### src/rtl/rr_decoder_arbiter_pkg.sv
// Shared types and helpers for the round-robin decoder arbiter.
// Holds the FSM encoding, requester geometry and the rotating priority scan.
package rr_decoder_arbiter_pkg;

    localparam int unsigned N_REQ = 8;
    localparam int unsigned IDX_W = 3;

    typedef enum logic [1:0] {
        IDLE = 2'd0,
        BUSY = 2'd1,
        GAP  = 2'd2
    } state_e;

    // First set request after last_ptr, wrapping modulo N_REQ; last_ptr itself is checked last.
    function automatic logic [IDX_W-1:0] rr_pick(
        input logic [N_REQ-1:0] req,
        input logic [IDX_W-1:0] last_ptr
    );
        logic [IDX_W-1:0] idx;
        logic             found;
        rr_pick = last_ptr;
        found   = 1'b0;
        for (int unsigned o = 1; o <= N_REQ; o++) begin
            idx = last_ptr + IDX_W'(o);
            if (!found && req[idx]) begin
                rr_pick = idx;
                found   = 1'b1;
            end
        end
    endfunction

endpackage

### src/rtl/decoder_3to8_en.sv
// Enabled 3-to-8 one-hot decoder; all outputs low while disabled.
module decoder_3to8_en
    import rr_decoder_arbiter_pkg::*;
(
    output logic [N_REQ-1:0] d,
    input  logic [IDX_W-1:0] i,
    input  logic             en
);

    always_comb begin
        d = '0;
        if (en) begin
            d[i] = 1'b1;
        end
    end

endmodule

### src/rtl/rr_decoder_arbiter.sv
// Round-robin arbiter for one shared resource with a bounded hold time and a
// mandatory dead cycle between grants; the one-hot grant comes from a decoder.
module rr_decoder_arbiter
    import rr_decoder_arbiter_pkg::*;
#(
    parameter int unsigned MAX_HOLD = 16
)
(
    input  logic             clk,
    input  logic             rst,
    input  logic             en,
    input  logic [N_REQ-1:0] req,
    output logic [N_REQ-1:0] grant,
    output logic [IDX_W-1:0] grant_idx,
    output logic             busy,
    output logic             timeout
);

    localparam int unsigned CNT_W = $clog2(MAX_HOLD + 1);

    state_e             state_q,     state_d;
    logic [IDX_W-1:0]   grant_idx_q, grant_idx_d;
    logic [IDX_W-1:0]   last_ptr_q,  last_ptr_d;
    logic [CNT_W-1:0]   hold_cnt_q,  hold_cnt_d;
    logic               busy_q,      busy_d;
    logic               timeout_q,   timeout_d;

    always_ff @(posedge clk or posedge rst) begin
        if (rst) begin
            state_q     <= IDLE;
            grant_idx_q <= '0;
            last_ptr_q  <= IDX_W'(N_REQ - 1);
            hold_cnt_q  <= '0;
            busy_q      <= 1'b0;
            timeout_q   <= 1'b0;
        end else begin
            state_q     <= state_d;
            grant_idx_q <= grant_idx_d;
            last_ptr_q  <= last_ptr_d;
            hold_cnt_q  <= hold_cnt_d;
            busy_q      <= busy_d;
            timeout_q   <= timeout_d;
        end
    end

    // A dropped request wins over the hold limit, so a simultaneous release never pulses timeout.
    always_comb begin
        state_d     = state_q;
        grant_idx_d = grant_idx_q;
        last_ptr_d  = last_ptr_q;
        hold_cnt_d  = hold_cnt_q;
        timeout_d   = 1'b0;

        case (state_q)
            IDLE: begin
                if (en && (|req)) begin
                    grant_idx_d = rr_pick(req, last_ptr_q);
                    hold_cnt_d  = CNT_W'(1);
                    state_d     = BUSY;
                end
            end
            BUSY: begin
                if (!req[grant_idx_q]) begin
                    last_ptr_d = grant_idx_q;
                    hold_cnt_d = '0;
                    state_d    = GAP;
                end else if (hold_cnt_q == CNT_W'(MAX_HOLD)) begin
                    last_ptr_d = grant_idx_q;
                    hold_cnt_d = '0;
                    timeout_d  = 1'b1;
                    state_d    = GAP;
                end else begin
                    hold_cnt_d = hold_cnt_q + CNT_W'(1);
                end
            end
            GAP: begin
                state_d = IDLE;
            end
            default: begin
                state_d    = IDLE;
                hold_cnt_d = '0;
            end
        endcase

        busy_d = (state_d == BUSY);
    end

    decoder_3to8_en u_dec (
        .d  (grant),
        .i  (grant_idx_q),
        .en (busy_q)
    );

    assign grant_idx = grant_idx_q;
    assign busy      = busy_q;
    assign timeout   = timeout_q;

endmodule

### config.mk
export PLATFORM = sky130hd
export DESIGN_NAME = rr_decoder_arbiter
export DESIGN_NICKNAME = d
export VERILOG_FILES = /design/src/rtl/rr_decoder_arbiter_pkg.sv /design/src/rtl/decoder_3to8_en.sv /design/src/rtl/rr_decoder_arbiter.sv
export SDC_FILE = /design/constraint.sdc
export NUM_CORES = 1
export LEC_CHECK = 0
export ABC_AREA = 0
export CAP_MARGIN = 0
export CORE_MARGIN = 10
export CORE_UTILIZATION = 35
export CTS_CLUSTER_DIAMETER = 100
export DETAILED_ROUTE_END_ITERATION = 6
export SYNTH_ARGS = -nofsm -noshare
export SYNTH_HDL_FRONTEND = slang
export SYNTH_SLANG_ARGS = --single-unit
### constraint.sdc
create_clock -name clk -period 9.8 [get_ports clk]
set_input_delay 1.96 -clock clk [delete_from_list [all_inputs] [get_ports clk]]
set_output_delay 1.96 -clock clk [all_outputs]
set_load 0.01 [all_outputs]
==> results.md <==
* CP endpoint: grant_idx[0]
* Sequential Power Share at 0.210
* Vias at 1512
* CTS tree: done
* Die Area at 8440 sq um
* Port buffer count at 23
* Syn Nets at 204
* Reg2reg setup slack at 5.91 ns
* WS Path Type: input port to register
* Slew headroom at 0.623
* Yosys warns at 0
* Area of the multi-input gates at around 1300 sq um
* Max Fclk at 222 MHz
* CTS Hold Bufs at 0
* Period utilisation layout at 0.459
* Crit path time final at 4.50 ns
* Root buffer cell: clkbuf_8
* IO Pins at 24
* Routed WL at 4.39 mm
* Psw at 0.000366 W
* GRT Total Usage at 0.104
* Die Width at approximately 92 um
* Worst Setup Start Kind: input port
* Max clock buf depth at 2
* Synth Register Bits at 15
* Clock share of power at 0.066
* Post-synth cell types at 59
* Worst hold path class: register to register
* Reg2reg end: grant_idx[0]
* Global-route wire length before repair at 7.44 mm
* GPL Wtd Cong at 0.931
* Total global routing overflow at 0
* Pin count of the biggest net entering global routing at 19
* Largest family of logic cells by synthesized area: multiplexers
* Antenna diodes at 0
* Final setup fails at 0
* Reg area at approximately 380 sq um
* Cell Pwr Density at 360 nW/um^2
* R2r worst-path depth at 9
* P_int at 0.000379 W
* CTS Buf Count at 3
* Max-cap violations at 0
* Die height at a little over 90 um
* Mapped cell area at approximately 1800 sq um
* Mux contribution to synthesized area at 0.266
* Area delta synth->final at 14.3%
* Max rail drop VDD at 0.000162 V
* Sink Count at 15
* Post-Synth Adder-Cell Area at 0.0277
* Core Region at 5070 sq um
* Hold WS at 0.501 ns
* Static Leakage at 0.792 nW
* Worst setup path start: req[6]
* EDFF count, synth at 0
* Residual DRC count at 0
* DR iter-0 viols at 62
* Layout net count at 220
* Post-synthesis simple-gate area fraction at 0.231
* Worst Max-Slew Pin Slew at roughly 0.57 ns
* Initial antenna violation count at 0
* Most common flop cell mapped by yosys: dfrtp_1
* Switch share at 0.491
* RSZ-0062 raised after global routing: no
* Worst reg2reg startpoint: last_ptr_q[0]
* Seq/Total Area, Yosys at 0.210
* Syn Area/Cell at ~9.6 sq um
* Initial cell density of the core at 0.357
* Hold Fails Final Rpt at 0
* Post-Route Skew at 0.00659 ns
* Cell count after synthesis at roughly 190
* Area fraction in compound gates after synthesis at 0.161
* DRT Pass-1 Iters at 4
* Worst skew pair latency at 0.25 ns
* Layout fillers at around 530
* Rows at 26
* Synth Area in XOR/XNOR at 0.0284
* Vias per inst at 5.52
* Setup TNS at 0 ns
* Ratio of cells with drive above 1 in the final layout at 0.167
* Max H-tree Level at 1
* Antenna-violating nets left at 0
* Gate power share at 0.724
* Max FO, Critical Path at 9
* Critical Path AT at around 4.6 ns
* Vias in the first global route at 1522
* Dpl hpwl at ~3.4 mm
* Status: finished, final reports clean
* WP data required at 9.94 ns
* Slew Limit Fails at 0
* Worst Setup End Kind: register
* WL/cell at 16.0 um
* Postcts setup bufs at 0
* Post-CTS sizing at 0
* CTS clk-pin slew, worst paths at 0.06 ns
* Async SR Flop Fraction at 1.00
## stage by stage
stage          setup slack (ns)  total power (W)  utilization  cell area [sq um]  instances
2_1_floorplan              5.85         0.000602            -               1810        189
3_3_place_gp               5.09         0.000691        0.398               2020        270
3_5_place_dp               5.08         0.000695        0.398               2020        270
4_1_cts                    5.33         0.000750        0.408               2070        274
5_1_grt                    5.19         0.000809        0.408               2070        274
6_report                   5.30         0.000745        0.408               2070        274
## cells by family (layout without fill, tap and decap cells)
group,Yosys count,count (layout)
adder cells (fa/ha/maj),4,4
AO/OA/AOI/OAI,36,36
AND/OR/NAND/NOR,77,77
flip-flops,15,15
multiplexers,31,31
buffers and inverters,21,36
XOR/XNOR,5,5
## power groups by stage
stage,clock (W),sequential [W],combinational [W]
final,0.0000496,0.000156,0.000539
after global routing,0.0000547,0.000164,0.000590
after CTS,0.0000510,0.000157,0.000542
after detailed placement,0,0.000158,0.000537
after global placement,0,0.000157,0.000535
after floorplan,0,0.000109,0.000492
## placed cells by master (no fill, tap or decap), types with 2 or more instances in the layout
master / instances
mux2_4: 2
o21bai_1: 2
and3_1: 2
and3b_1: 2
clkbuf_8: 3
mux4_2: 11
o31ai_1: 3
dfstp_2: 3
ha_1: 4
inv_1: 8
nand2_1: 20
nor4_1: 2
nor2_1: 12
nor2b_1: 5
dfrtp_1: 12
mux2_1: 3
nor3_1: 4
nand3_1: 11
clkdlybuf4s50_1: 23
mux2i_1: 12
nand2b_1: 7
a21oi_1: 6
xor2_1: 2
mux2_2: 2
o21ai_1: 8
nand3b_1: 2
xnor2_1: 2
## final cells by class
class / count / area share
Timing Repair Buffer: 23 / 0.111
Tap cell: 70 / 0.0423
Sequential cell: 15 / 0.183
Clock inverter: 1 / 0.00242
Inverter: 9 / 0.0163
Multi-Input combinational cell: 153 / 0.624
Clock buffer: 3 / 0.0200
## how the worst min path moves through the flow
| stage | from | end | slack, ns | cells past startpoint |
|---|---|---|---|---|
| final | hold_cnt_q[3] | hold_cnt_q[3] | 0.50 | 1 |
| after global routing | hold_cnt_q[4] | hold_cnt_q[4] | 0.53 | 1 |
| after CTS | hold_cnt_q[4] | hold_cnt_q[4] | 0.50 | 1 |
| after detailed placement | hold_cnt_q[4] | hold_cnt_q[4] | 0.49 | 1 |
| after global placement | hold_cnt_q[4] | hold_cnt_q[4] | 0.48 | 1 |
| after floorplan | hold_cnt_q[4] | hold_cnt_q[4] | 0.45 | 1 |
## metal layers
layer,up-vias,track usage,routed length [um]
met3,8,0.0155,88
li1,739,-,-
met5,-,0,0
met1,747,0.128,1990
met2,18,0.178,2240
met4,0,0.0360,72
## worst max-delay path: stages
cell	delay [ns]
clkdlybuf4s50_1	0.55
mux4_2	0.62
or2_0	0.28
a311o_4	0.41
a2111oi_4	0.44
a211oi_1	0.12
xnor2_1	0.17
o21ai_1	0.07
## Yosys cell counts (all sizes together) (2+ instances only)
library cell / count / share of area
nor4: 3 / 0.014
nor3: 4 / 0.011
nand2b: 8 / 0.032
o21ai: 9 / 0.025
o31ai: 3 / 0.012
buf: 8 / 0.050
a21oi: 6 / 0.017
nand3b: 2 / 0.0083
inv: 9 / 0.019
clkbuf: 4 / 0.0083
mux2i: 12 / 0.066
o21bai: 2 / 0.0083
nand3: 11 / 0.030
dfstp: 3 / 0.044
xnor2: 3 / 0.019
ha: 4 / 0.028
mux2: 7 / 0.048
xor2: 2 / 0.0097
mux4: 12 / 0.15
and3b: 2 / 0.0097
dfrtp: 12 / 0.17
and3: 2 / 0.0069
nor2b: 5 / 0.017
nand2: 20 / 0.041
nor2: 13 / 0.028
## registers in the layout, indices dropped and copies added (netlist names)
signal	cells
busy	1
grant_idx	3
hold_cnt_q	5
last_ptr_q	3
state_q	2
timeout	1
Power figures use the tool's default switching activity.
